==> src/rtl/counter_read_ctrl_pkg.sv <==
// rtl/counter_read_ctrl_pkg.sv - shared widths, timeout and FSM encoding for the counter read-out sequencer
package counter_read_ctrl_pkg;

  localparam int NUM_CNT = 5;
  localparam int IDX_W   = 3;
  localparam int DATA_W  = 5;
  localparam int TIMEOUT = 15;
  localparam int WAIT_W  = $clog2(TIMEOUT + 1);

  typedef enum logic [1:0] {
    S_WAIT_START = 2'd0,
    S_REQ        = 2'd1,
    S_GAP        = 2'd2,
    S_DONE       = 2'd3
  } state_t;

endpackage

==> src/rtl/counter_read_ctrl_if.sv <==
// rtl/counter_read_ctrl_if.sv - request/response bus between the sequencer and the pop counters
interface counter_read_ctrl_if
  import counter_read_ctrl_pkg::*;
();

  logic              req;
  logic [IDX_W-1:0]  idx;
  logic              valid;
  logic [DATA_W-1:0] data_out;

  modport master (output req, output idx, input valid, input data_out);
  modport slave  (input req, input idx, output valid, output data_out);

endinterface

==> src/rtl/counter_read_ctrl_next_idx_sel.sv <==
// rtl/counter_read_ctrl_next_idx_sel.sv - priority encoder picking the lowest pending counter index
module counter_read_ctrl_next_idx_sel
  import counter_read_ctrl_pkg::*;
(
  input  logic [NUM_CNT-1:0] pending,
  output logic [IDX_W-1:0]   sel_idx,
  output logic               any_left
);

  // Scan downwards so the lowest set bit is the last (winning) assignment.
  always_comb begin
    sel_idx  = '0;
    any_left = |pending;
    for (int i = NUM_CNT - 1; i >= 0; i--) begin
      if (pending[i]) sel_idx = IDX_W'(i);
    end
  end

endmodule

==> src/rtl/counter_read_ctrl.sv <==
// rtl/counter_read_ctrl.sv - scans selected pop counters one by one and collects their counts
module counter_read_ctrl
  import counter_read_ctrl_pkg::*;
(
  input  logic                      clk,
  input  logic                      reset_L,
  input  logic                      start,
  input  logic [NUM_CNT-1:0]        rd_mask,
  input  logic                      IDLE,
  counter_read_ctrl_if.master       cnt,
  output logic [NUM_CNT*DATA_W-1:0] counts_out,
  output logic                      busy,
  output logic                      done,
  output logic [NUM_CNT-1:0]        err_to,
  output logic                      err_abort
);

  state_t              state, state_nxt;
  logic [NUM_CNT-1:0]  pending;
  logic [NUM_CNT-1:0]  enc_in;
  logic [IDX_W-1:0]    idx_q;
  logic [IDX_W-1:0]    sel_idx;
  logic                any_left;
  logic [WAIT_W-1:0]   wait_cnt;
  logic [DATA_W-1:0]   slot_q [NUM_CNT];
  logic                accept, capture, timeout, abort, load_req;

  // While waiting, look ahead at the incoming mask so idx is ready on the first req cycle.
  assign enc_in = (state == S_WAIT_START) ? rd_mask : pending;

  counter_read_ctrl_next_idx_sel u_sel (
    .pending  (enc_in),
    .sel_idx  (sel_idx),
    .any_left (any_left)
  );

  always_ff @(posedge clk or negedge reset_L) begin
    if (!reset_L) state <= S_WAIT_START;
    else          state <= state_nxt;
  end

  always_comb begin
    state_nxt = state;
    accept    = 1'b0;
    capture   = 1'b0;
    timeout   = 1'b0;
    abort     = 1'b0;
    case (state)
      S_WAIT_START: begin
        if (start && IDLE) begin
          accept    = 1'b1;
          state_nxt = (rd_mask == '0) ? S_DONE : S_REQ;
        end
      end
      S_REQ: begin
        capture = cnt.valid;
        timeout = !cnt.valid && (wait_cnt == WAIT_W'(TIMEOUT - 1));
        abort   = !IDLE;
        if (abort)                   state_nxt = S_DONE;
        else if (capture || timeout) state_nxt = S_GAP;
      end
      S_GAP: begin
        abort = !IDLE;
        if (abort)         state_nxt = S_DONE;
        else if (any_left) state_nxt = S_REQ;
        else               state_nxt = S_DONE;
      end
      S_DONE:  state_nxt = S_WAIT_START;
      default: state_nxt = S_WAIT_START;
    endcase
  end

  assign load_req = (state_nxt == S_REQ) && (state != S_REQ);

  always_ff @(posedge clk or negedge reset_L) begin
    if (!reset_L) begin
      pending   <= '0;
      idx_q     <= '0;
      wait_cnt  <= '0;
      err_to    <= '0;
      err_abort <= 1'b0;
      for (int i = 0; i < NUM_CNT; i++) slot_q[i] <= '0;
    end else begin
      if (load_req) begin
        idx_q    <= sel_idx;
        wait_cnt <= '0;
      end else if (state == S_REQ) begin
        wait_cnt <= wait_cnt + 1'b1;
      end

      if (accept) begin
        pending   <= rd_mask;
        err_abort <= 1'b0;
        for (int i = 0; i < NUM_CNT; i++) begin
          if (rd_mask[i]) begin
            slot_q[i] <= '0;
            err_to[i] <= 1'b0;
          end
        end
      end

      // An abort overrides a coincident timeout; a coincident capture is still kept.
      for (int i = 0; i < NUM_CNT; i++) begin
        if (idx_q == IDX_W'(i)) begin
          if (capture) slot_q[i] <= cnt.data_out;
          if (capture || (timeout && !abort)) pending[i] <= 1'b0;
          if (timeout && !abort) err_to[i] <= 1'b1;
        end
      end

      if (abort) err_abort <= 1'b1;
    end
  end

  assign cnt.req = (state == S_REQ);
  assign cnt.idx = idx_q;
  assign busy    = (state != S_WAIT_START);
  assign done    = (state == S_DONE);

  for (genvar g = 0; g < NUM_CNT; g++) begin : g_pack
    assign counts_out[g*DATA_W +: DATA_W] = slot_q[g];
  end

endmodule
==> src/flat_wrapper.sv <==
// flat-port wrapper written by rule: the top's interface ports become plain ports
module counter_read_ctrl_flat import counter_read_ctrl_pkg::*;
  (clk, reset_L, start, rd_mask, IDLE, counts_out, busy, done, err_to, err_abort, cnt_req, cnt_idx, cnt_valid, cnt_data_out);
  counter_read_ctrl_if cnt_i ();
  input  logic clk;
  input  logic reset_L;
  input  logic start;
  input  logic [NUM_CNT-1:0] rd_mask;
  input  logic IDLE;
  output logic [NUM_CNT*DATA_W-1:0] counts_out;
  output logic busy;
  output logic done;
  output logic [NUM_CNT-1:0] err_to;
  output logic err_abort;
  output wire logic [$bits(cnt_i.req)-1:0] cnt_req;
  output wire logic [$bits(cnt_i.idx)-1:0] cnt_idx;
  input wire logic [$bits(cnt_i.valid)-1:0] cnt_valid;
  input wire logic [$bits(cnt_i.data_out)-1:0] cnt_data_out;
  assign cnt_req = cnt_i.req;
  assign cnt_idx = cnt_i.idx;
  assign cnt_i.valid = cnt_valid;
  assign cnt_i.data_out = cnt_data_out;
  counter_read_ctrl u_core (.clk(clk), .reset_L(reset_L), .start(start), .rd_mask(rd_mask), .IDLE(IDLE), .cnt(cnt_i), .counts_out(counts_out), .busy(busy), .done(done), .err_to(err_to), .err_abort(err_abort));
endmodule
==> config.mk <==
export PLATFORM = sky130hd
export DESIGN_NAME = counter_read_ctrl_flat
export DESIGN_NICKNAME = d
export VERILOG_FILES = /design/src/rtl/counter_read_ctrl_pkg.sv /design/src/rtl/counter_read_ctrl_if.sv /design/src/rtl/counter_read_ctrl_next_idx_sel.sv /design/src/rtl/counter_read_ctrl.sv /design/src/flat_wrapper.sv
export SDC_FILE = /design/constraint.sdc
export NUM_CORES = 1
export LEC_CHECK = 0
export ABC_AREA = 1
export CORE_MARGIN = 4
export CORE_UTILIZATION = 40
export DETAILED_ROUTE_END_ITERATION = 10
export MAX_ROUTING_LAYER = met4
export PLACE_DENSITY = 0.69
export SYNTH_ARGS = -nofsm -noshare
export SYNTH_HDL_FRONTEND = slang
export SYNTH_SLANG_ARGS = --single-unit
==> constraint.sdc <==
create_clock -name clk -period 4 [get_ports clk]
set_input_delay 1.2 -clock clk [delete_from_list [all_inputs] [get_ports clk]]
set_output_delay 1.2 -clock clk [all_outputs]
set_load 0.03 [all_outputs]
# ---- Word level (Yosys, flattened, before mapping)
# Cells that the tools add are included.
dict set report op_classes {
  n_eq_ne 10
  reduce_logical 17
  mux 65
  n_addsub 1
}
# cell count
set op_table {}
lappend op_table {{$mux W5} 18}
lappend op_table {{$mux W1} 32}
lappend op_table {{$mux W25} 1}
lappend op_table {{$mux W3} 5}
lappend op_table {{$mux W2} 6}
lappend op_table {{$mux W4} 2}
lappend op_table {{$pmux W2 S4} 1}
lappend op_table {{$eq A3 B2 Y1 const B} 2}
lappend op_table {{$reduce_bool A2 Y1} 3}
lappend op_table {{$logic_not A5 Y1} 1}
lappend op_table {{$reduce_or A5 Y1} 1}
lappend op_table {{$add A4 B1 Y4 const B} 1}
lappend op_table {{$eq A2 B1 Y1 const B} 2}
lappend op_table {{$eq A2 B2 Y1 const B} 2}
lappend op_table {{$eq A4 B4 Y1 const B} 1}
lappend op_table {{$logic_and A1 B1 Y1} 4}
lappend op_table {{$eq A3 B1 Y1 const B} 1}
lappend op_table {{$eq A3 B3 Y1 const B} 1}
lappend op_table {{$logic_not A1 Y1} 3}
lappend op_table {{$logic_not A3 Y1} 1}
lappend op_table {{$logic_not A2 Y1} 1}
lappend op_table {{$logic_or A1 B1 Y1} 2}
lappend op_table {{$ne A2 B1 Y1 const B} 1}
lappend op_table {{$reduce_or A2 Y1} 1}
dict set report totals {
  elab_cells 104
  register_bits 45
  input_bits 15
  output_inout_bits 37
}

# ---- Depth between registers and ports, before layout
# Gate-level depths: netlist of the first run.
dict set report logic_depth {
  depth_word 9
  ltp_mapped 15
  mapped_depth_nobuf 14
}

# ---- Modules after synthesis
# A second synthesis of the first run with hierarchy kept.
dict set report unflattened {
  cells_unflattened 252
  hier_area_um2 2199.6
}
# module seq_area_each_um2 cells_each n_inst area_per_inst_um2
set by_module_without_submodules {}
lappend by_module_without_submodules {counter_read_ctrl 1126.1 241 1 2152.1}
lappend by_module_without_submodules {counter_read_ctrl_next_idx_sel 0.0 11 1 47.5}

# ---- Worst setup path after synthesis of the first run
# Ideal clock, no wire load.
dict set report synth_timing {
  path_type {reg2out}
  start {register u_core.state[0]}
  end {output port busy}
  t_required_ps 2800
  path_slack_ps 1898
  t_arrival_ps 902
  stages_incl_launch_ff 5
  n_path_buf 1
  cell_sequence {dfrtp_1 > inv_1 > ha_1 > buf_6 > inv_12}
}
dict set report synth_between {
  elab_chain_cells 1
}
# item line
set synth_lines {}
lappend synth_lines {{start, declared} counter_read_ctrl.sv:18} ;# state_t state, state_nxt;
lappend synth_lines {{start signal, assigned} counter_read_ctrl.sv:39} ;# else state <= state_nxt;
lappend synth_lines {{$reduce_bool A2 Y1} counter_read_ctrl.sv:117} ;# assign busy = (state != S_WAIT_START);
lappend synth_lines {{end, declared} flat_wrapper.sv:11} ;# output logic busy;
# Every way passes these cells.

# ---- Worst setup path in the final report of the first run
# Same ends and word-level chain as after synthesis.

==> metrics.txt, run 1 <==
# TYPE chip_impl_metric gauge
chip_impl_info{name="clk_root_buffer_cell",value="clkbuf_8"} 1
chip_impl_metric{name="tritoncts_num_sinks",unit=""} 45
chip_impl_metric{name="fillerInstances",unit=""} 517
chip_impl_metric{name="use_met3",unit=""} 0.0278
chip_impl_metric{name="worst_skew",unit="ns"} 0.00495
chip_impl_metric{name="globalplace.congestion",unit=""} 0.843
chip_impl_metric{name="cellPowerDensity",unit="nW/um2"} 795
chip_impl_metric{name="growth_of_design_area_from_synthesis_to_finish",unit="%"} 29.3
chip_impl_metric{name="slew_headroom",unit=""} 0.326
chip_impl_metric{name="setup_violations",unit=""} 0
chip_impl_info{name="run_status",value="complete, no violations"} 1
chip_impl_metric{name="synth_cells",unit=""} 248
chip_impl_metric{name="hold_path_depth",unit=""} 2
chip_impl_metric{name="design.final.nets",unit=""} 325
chip_impl_metric{name="globalRouteOverflowTotal",unit=""} 0
chip_impl_metric{name="die_x",unit="um"} 83.1
chip_impl_metric{name="worstPathMaxFanout",unit=""} 9
chip_impl_metric{name="drv_slew",unit=""} 0
chip_impl_info{name="most_common_cell_in_the_netlist",value="nand2_1"} 1
chip_impl_metric{name="multi_input_gate_area",unit="um2"} 975
chip_impl_metric{name="cts.repair.resized",unit=""} 0
chip_impl_metric{name="clock_buffers_created_by_tritoncts",unit=""} 5
chip_impl_metric{name="synth_async_sr_flop_share",unit=""} 1.00
chip_impl_metric{name="timing_hold_violations_final",unit=""} 0
chip_impl_metric{name="grt_max_degree",unit=""} 46
chip_impl_metric{name="power_report.internal_total",unit="mW"} 1.24
chip_impl_info{name="worstSetupEndpointType",value="output port"} 1
chip_impl_metric{name="grt.total_usage",unit=""} 0.168
chip_impl_metric{name="hold_buffers",unit=""} 0
chip_impl_metric{name="share_comb_of_total_power",unit=""} 0.556
chip_impl_metric{name="data_required_time_of_the_critical_path",unit="ns"} 2.80
chip_impl_metric{name="cts_buffer_depth",unit=""} 2
chip_impl_metric{name="final_critical_path_setup_slack",unit="ns"} 0.728
chip_impl_metric{name="postSynthRegisterBits",unit=""} 45
chip_impl_info{name="worstSetupStartpointType",value="flip-flop"} 1
chip_impl_metric{name="timing.fmax",unit="GHz"} 0.306
chip_impl_metric{name="drcViolationCount",unit=""} 0
chip_impl_metric{name="regArea",unit="um2"} 1130
chip_impl_info{name="tritoncts",value="done"} 1
chip_impl_metric{name="die_y",unit="um"} 83.1
chip_impl_metric{name="route.vias.total",unit=""} 1846
chip_impl_metric{name="post-synth-top-area-fraction",unit=""} 0.500
chip_impl_metric{name="boundaryPins",unit=""} 52
chip_impl_metric{name="route.detailed.wl_per_inst",unit="um"} 13.8
chip_impl_info{name="timing_worst_setup_path_type",value="flip-flop to output port"} 1
chip_impl_metric{name="wl",unit="um"} 5210
chip_impl_metric{name="cts_setup_buffers",unit=""} 0
chip_impl_metric{name="switchingPower",unit="mW"} 1.08
chip_impl_metric{name="power.sequential.fraction",unit=""} 0.320
chip_impl_metric{name="synth-warning-count",unit=""} 0
chip_impl_metric{name="mappedNetlistNets",unit=""} 269
chip_impl_metric{name="stdcell_count",unit=""} 377
chip_impl_metric{name="final_min_period_over_clock_period",unit=""} 0.818
chip_impl_metric{name="pre_cts_slack",unit="ns"} 1.07
chip_impl_info{name="synthDominantAreaCellType",value="dfrtp_1"} 1
chip_impl_metric{name="initial_utilization",unit=""} 0.412
chip_impl_metric{name="total_power",unit="mW"} 2.32
chip_impl_metric{name="grtUsageMet2",unit=""} 0.242
chip_impl_info{name="synth.cells.most_frequent",value="nand2_1, dfrtp_1, nand3_1, inv_1, o21ai_0"} 1
chip_impl_info{name="setup_repair_after_global_routing_missed_its_margin",value="false"} 1
chip_impl_metric{name="synth-edff-count",unit=""} 0
chip_impl_metric{name="clk_transition_reported_paths",unit="ns"} 0.09
chip_impl_metric{name="design.core.area",unit="um2"} 5470
chip_impl_info{name="busiest_layer",value="met2"} 1
chip_impl_metric{name="proportion_of_layout_cells_with_a_drive_suffix_above_1",unit=""} 0.134
chip_impl_metric{name="postRouteAntennaNets",unit=""} 0
chip_impl_metric{name="totalNegativeSetupSlack",unit="ns"} 0
chip_impl_info{name="most_frequently_used_flop_master_after_synthesis",value="dfrtp_1"} 1
chip_impl_metric{name="cap_viol_max_count",unit=""} 0
chip_impl_metric{name="r2r_cells",unit=""} 12
chip_impl_metric{name="postPlaceCellArea",unit="um2"} 2820
chip_impl_metric{name="number_of_antenna_violations_at_the_first_check_in_global_routing",unit=""} 0
chip_impl_metric{name="detail_route.vias_per_cell",unit=""} 4.90
chip_impl_info{name="ys_top_cells_by_area",value="dfrtp_1, nand2_1, nand3_1, inv_1, ha_1"} 1
chip_impl_metric{name="syn_avg_cell_area",unit="um2"} 9.09
chip_impl_metric{name="grt_pass1_vias",unit=""} 1842
chip_impl_metric{name="synth_seq_area_share",unit=""} 0.500
chip_impl_metric{name="drt-initial-drc-count",unit=""} 123
chip_impl_metric{name="period_needed",unit="ns"} 3.27
chip_impl_metric{name="static-leakage-power",unit="nW"} 1.33
chip_impl_metric{name="detailedPlacementHpwl",unit="um"} 3960
chip_impl_metric{name="drt-pass1-iter-count",unit=""} 5
chip_impl_metric{name="io_buffer_count",unit=""} 51
chip_impl_metric{name="grt_first_pass_wirelength",unit="um"} 9090
chip_impl_metric{name="cts-htree-levels",unit=""} 2
chip_impl_info{name="timing.hold.worst.class",value="flip-flop to flip-flop"} 1
chip_impl_metric{name="vdd_drop_max",unit="mV"} 0.307
chip_impl_metric{name="rows",unit=""} 27
chip_impl_metric{name="pwr-share-clk",unit=""} 0.124
chip_impl_metric{name="skew_pair_late_insertion_delay",unit="ns"} 0.30
chip_impl_metric{name="worstMarginPinSlew",unit="ns"} 1.01
chip_impl_metric{name="global_route.usage.met1",unit=""} 0.239
chip_impl_metric{name="netlist_area",unit="um2"} 2250
chip_impl_metric{name="dieArea",unit="um2"} 6900
chip_impl_metric{name="cp.arrival",unit="ns"} 2.07
chip_impl_metric{name="switching_share",unit=""} 0.464
chip_impl_metric{name="yosysUniqueCellTypes",unit=""} 34
chip_impl_metric{name="design_area",unit="um2"} 2910
chip_impl_metric{name="diodes",unit=""} 0
chip_impl_metric{name="place.detailed.instances",unit=""} 369
registers in the layout, indices dropped and copies added (netlist names):
name / cells
u_core.err_abort: 1
u_core.counts_out: 25
u_core.pending: 5
u_core.wait_cnt: 4
u_core.cnt.idx: 3
u_core.state: 2
u_core.err_to: 5
worst paths after layout:
| path | startpoint | to | slack (ns) |
|---|---|---|---|
| worst min-delay path | u_core.err_abort$_DFFE_PN0P_ | u_core.err_abort$_DFFE_PN0P_ | 0.48 |
| min in group asynchronous | reset_L | u_core.counts_out[4]$_DFF_PN0_ | 1.06 |
| worst min register to register | u_core.err_abort$_DFFE_PN0P_ | u_core.err_abort$_DFFE_PN0P_ | 0.48 |
| worst max-delay path | u_core.state[0]$_DFF_PN0_ | busy | 0.73 |
| worst max register to register | u_core.state[0]$_DFF_PN0_ | u_core.cnt.idx[0]$_DFFE_PN0P_ | 1.84 |
| max in group asynchronous | reset_L | u_core.counts_out[17]$_DFF_PN0_ | 2.30 |
layout make-up:
type                       instances  area share
clock inverter                     3     0.00730
inverter                          30      0.0438
sequential                        45       0.386
clock buffer                       5      0.0236
multi-input combinational        171       0.334
tap                               72      0.0309
timing repair buffer              51       0.173
worst max-delay path, stage by stage (launching register included):
cell and delay [ns]:
dfrtp_1 0.41, inv_1 0.16, ha_1 0.48, inv_12 0.10, clkdlybuf4s50_1 0.62
through the flow:
step	hold slack (ns)	util
finish	0.481	0.532
global route	0.532	0.532
CTS	0.488	0.532
detailed placement	0.466	0.516
global placement	0.465	0.516
floorplan	0.495	-
power by group through the flow:
stage | clock network, mW | logic [mW] | registers (mW)
floorplan | 0 | 0.675 | 0.969
global placement | 0 | 1.28 | 0.751
detailed placement | 0 | 1.29 | 0.754
CTS | 0.301 | 1.30 | 0.745
global route | 0.317 | 1.41 | 0.772
finish | 0.287 | 1.29 | 0.742
cell usage in the layout, fill, tap and decap left out, types with 4 or more instances in the layout:
cell             count
o21ai_1             11
inv_1               23
nand2_4              6
nor3_1               6
o22ai_1              4
nand2_2              6
clkbuf_8             5
clkdlybuf4s50_1     50
inv_2                4
ha_1                 6
nor2_1              12
o21ai_0             15
nand3_1             25
a21oi_1              4
dfrtp_1             45
nand2_1             52
metal layers:
metal | wire length [um] | share of wire
met2 | 2350 | 0.45
met4 | 84 | 0.016
met3 | 236 | 0.045
met1 | 2540 | 0.49
met5 | 0 | 0
cell families after synthesis:
family | count (synthesis) | share of synthesized area
and+or+nand+nor | 120 | 0.274
AOI/OAI and AO/OA | 45 | 0.125
DFF | 45 | 0.500
buffers and inverters | 32 | 0.0677
adders and majority gates | 6 | 0.0333
No activity file was read; power rests on OpenSTA's default activity.
==> inputs of run 2 (changes only) <==
--- a/config.mk
+++ b/config.mk
@@ -10,7 +10,7 @@
 export CORE_UTILIZATION = 40
 export DETAILED_ROUTE_END_ITERATION = 10
 export MAX_ROUTING_LAYER = met4
-export PLACE_DENSITY = 0.69
+export PLACE_DENSITY = 0.72
 export SYNTH_ARGS = -nofsm -noshare
 export SYNTH_HDL_FRONTEND = slang
 export SYNTH_SLANG_ARGS = --single-unit
==> constraint.sdc (replaced) <==
create_clock -name clk -period 2.8 [get_ports clk]
set_input_delay 0.84 -clock clk [delete_from_list [all_inputs] [get_ports clk]]
set_output_delay 0.84 -clock clk [all_outputs]
set_load 0.03 [all_outputs]
==> run 2 against run 1 <==
Total power rose by 43%. First-iteration DRC count rose by 25%. Sequential cell count did not move. Critical path depth fell by 1. Clock power rose by 39%. Hold slack got worse by 0.0019 ns. Critical endpoint is now cnt_req. Critical path type unchanged.
==> metrics.txt, run 2 (synthesis gave the netlist of run 1 again) <==
# TYPE chip_impl_metric gauge
chip_impl_metric{name="slew_headroom",unit=""} 0.628
chip_impl_metric{name="cellPowerDensity",unit="nW/um2"} 1130
chip_impl_metric{name="postRouteAntennaNets",unit=""} 0
chip_impl_info{name="critPathTopFamily",value="buffers and inverters"} 1
chip_impl_metric{name="globalRouteOverflowTotal",unit=""} 0
chip_impl_metric{name="fillerInstances",unit=""} 506
chip_impl_metric{name="switchingPower",unit="mW"} 1.54
chip_impl_metric{name="cp.arrival",unit="ns"} 1.65
chip_impl_metric{name="power_report.internal_total",unit="mW"} 1.78
chip_impl_metric{name="period_needed",unit="ns"} 2.49
chip_impl_metric{name="skew_pair_late_insertion_delay",unit="ns"} 0.30
chip_impl_metric{name="die_y",unit="um"} 83.1
chip_impl_metric{name="detail_route.vias_per_cell",unit=""} 4.96
chip_impl_metric{name="share_comb_of_total_power",unit=""} 0.560
chip_impl_metric{name="crit_buf_inv",unit=""} 2
chip_impl_metric{name="clock_buffers_created_by_tritoncts",unit=""} 5
chip_impl_info{name="run_status",value="complete, no violations"} 1
chip_impl_metric{name="static-leakage-power",unit="nW"} 1.35
chip_impl_info{name="worstSetupEndpointType",value="output port"} 1
chip_impl_metric{name="grt_first_pass_wirelength",unit="um"} 9150
chip_impl_metric{name="vdd_drop_max",unit="mV"} 0.414
chip_impl_metric{name="number_of_antenna_violations_at_the_first_check_in_global_routing",unit=""} 0
chip_impl_metric{name="cts-htree-levels",unit=""} 2
chip_impl_metric{name="initial_utilization",unit=""} 0.412
chip_impl_metric{name="worstMarginPinSlew",unit="ns"} 0.553
chip_impl_metric{name="rows",unit=""} 27
chip_impl_metric{name="data_required_time_of_the_critical_path",unit="ns"} 1.96
chip_impl_info{name="layout.cells.most_common_list",value="nand2_1, clkdlybuf4s50_1, dfrtp_1"} 1
chip_impl_metric{name="stdcell_count",unit=""} 379
chip_impl_metric{name="globalplace.congestion",unit=""} 0.876
chip_impl_metric{name="dieArea",unit="um2"} 6900
chip_impl_metric{name="boundaryPins",unit=""} 52
chip_impl_metric{name="grt_pass1_vias",unit=""} 1883
chip_impl_metric{name="timing.fmax",unit="GHz"} 0.401
chip_impl_metric{name="drt-initial-drc-count",unit=""} 154
chip_impl_metric{name="tritoncts_num_sinks",unit=""} 45
chip_impl_metric{name="detailedPlacementHpwl",unit="um"} 4080
chip_impl_metric{name="cts_buffer_depth",unit=""} 2
chip_impl_metric{name="growth_of_design_area_from_synthesis_to_finish",unit="%"} 30.5
chip_impl_metric{name="timing.hold.ws",unit="ns"} 0.479
chip_impl_info{name="critPathSlowestCell",value="dlygate4sd2_1"} 1
chip_impl_metric{name="final_core_util",unit=""} 0.537
chip_impl_info{name="worstSetupStartpointType",value="flip-flop"} 1
chip_impl_metric{name="slowest_delay",unit="ns"} 0.45
chip_impl_metric{name="multi_input_gate_area",unit="um2"} 975
chip_impl_metric{name="grt.total_usage",unit=""} 0.169
chip_impl_metric{name="proportion_of_layout_cells_with_a_drive_suffix_above_1",unit=""} 0.137
chip_impl_info{name="clk_root_buffer_cell",value="clkbuf_8"} 1
chip_impl_metric{name="worst_skew",unit="ns"} 0.0117
chip_impl_metric{name="drv_slew",unit=""} 0
chip_impl_metric{name="die_x",unit="um"} 83.1
chip_impl_info{name="layout_commonest_cell",value="nand2_1"} 1
chip_impl_metric{name="timing_hold_violations_final",unit=""} 0
chip_impl_metric{name="design.core.area",unit="um2"} 5470
chip_impl_metric{name="clk_transition_reported_paths",unit="ns"} 0.08
chip_impl_metric{name="grt_max_degree",unit=""} 46
chip_impl_metric{name="power.sequential.fraction",unit=""} 0.321
chip_impl_metric{name="regArea",unit="um2"} 1130
chip_impl_metric{name="final_min_period_over_clock_period",unit=""} 0.891
chip_impl_metric{name="pwr-share-clk",unit=""} 0.120
chip_impl_info{name="timing_worst_setup_path_type",value="flip-flop to output port"} 1
chip_impl_info{name="tritoncts",value="done"} 1
chip_impl_metric{name="cap_viol_max_count",unit=""} 0
chip_impl_metric{name="diodes",unit=""} 0
chip_impl_metric{name="io_buffer_count",unit=""} 51
chip_impl_metric{name="place.detailed.instances",unit=""} 371
chip_impl_metric{name="largest_register_ffs",unit=""} 25
chip_impl_metric{name="design.final.nets",unit=""} 327
chip_impl_metric{name="setup_violations",unit=""} 0
chip_impl_metric{name="wl",unit="um"} 5300
chip_impl_metric{name="route.vias.total",unit=""} 1880
chip_impl_info{name="timing.hold.worst.class",value="flip-flop to flip-flop"} 1
chip_impl_info{name="crit_path_cell_trace",value="inv_1, ha_1, dlygate4sd2_1"} 1
chip_impl_metric{name="drt-pass1-iter-count",unit=""} 4
chip_impl_metric{name="worstPathMaxFanout",unit=""} 10
chip_impl_metric{name="route.detailed.wl_per_inst",unit="um"} 14.0
chip_impl_info{name="setup_repair_after_global_routing_missed_its_margin",value="false"} 1
chip_impl_metric{name="hold_buffers",unit=""} 0
chip_impl_metric{name="switching_share",unit=""} 0.464
chip_impl_metric{name="drcViolationCount",unit=""} 0
chip_impl_metric{name="totalNegativeSetupSlack",unit="ns"} 0
## run 2: path summary, 6_finish.rpt
kind,from,end,slack (ns),cells past startpoint
hold reg to reg,u_core.err_abort$_DFFE_PN0P_,u_core.err_abort$_DFFE_PN0P_,0.48,2
hold / removal,u_core.err_abort$_DFFE_PN0P_,u_core.err_abort$_DFFE_PN0P_,0.48,2
setup reg to reg,u_core.state[0]$_DFF_PN0_,u_core.cnt.idx[0]$_DFFE_PN0P_,0.73,13
max in group asynchronous,reset_L,u_core.wait_cnt[1]$_DFFE_PN0P_,2.09,2
min in group asynchronous,reset_L,u_core.counts_out[1]$_DFF_PN0_,0.49,2
setup / recovery,u_core.state[1]$_DFF_PN0_,cnt_req,0.31,3
## run 2: tightest hold or removal path, stage by stage (launching register included)
cell	delay, ns
dfrtp_1	0.35
nand2_1	0.05
nand2_1	0.05
## run 2: metrics by stage
| step | power [mW] | cell area [um2] | setup slack (ns) |
|---|---|---|---|
| floorplan | 2.35 | 2250 | 1.06 |
| global placement | 2.92 | 2850 | 0.372 |
| detailed placement | 2.96 | 2850 | 0.333 |
| CTS | 3.35 | 2940 | 0.00882 |
| global route | 3.57 | 2940 | 0.220 |
| finish | 3.32 | 2940 | 0.306 |
## run 2: final cells by class
type | count | area share
flip-flops and latches | 45 | 0.383
clock inverters | 2 | 0.00511
repair buffers | 53 | 0.182
clock buffers | 6 | 0.0247
well taps | 72 | 0.0306
multi-input cells | 171 | 0.331
inverters | 30 | 0.0434
## run 2: power groups by stage
stage                     registers (mW)  logic [mW]  clock network [mW]
after floorplan                     1.38       0.964                   0
after global placement              1.07        1.84                   0
after detailed placement            1.08        1.88                   0
after CTS                           1.07        1.88               0.407
after global routing                1.10        2.03               0.438
final                               1.07        1.86               0.398
## run 2: layer usage
| layer | vias up | global-route usage | share of wire |
|---|---|---|---|
| li1 | 949 | - | - |
| met1 | 881 | 0.220 | 0.47 |
| met2 | 43 | 0.264 | 0.47 |
| met3 | 7 | 0.0258 | 0.039 |
| met4 | 0 | 0.0684 | 0.021 |
| met5 | - | - | 0 |
## run 2: what timing repair did
action,CTS,global route
resized for setup,1,1
setup endpoints to repair,1,1
setup buffers,0,0
==> inputs of run 3 (changes only) <==
--- a/config.mk
+++ b/config.mk
@@ -6,6 +6,7 @@
 export NUM_CORES = 1
 export LEC_CHECK = 0
 export ABC_AREA = 1
+export CAP_MARGIN = 20
 export CORE_MARGIN = 4
 export CORE_UTILIZATION = 40
 export DETAILED_ROUTE_END_ITERATION = 10
==> results of run 3 <==
The final DEF is identical to that of run 2; final timing and power are the same.
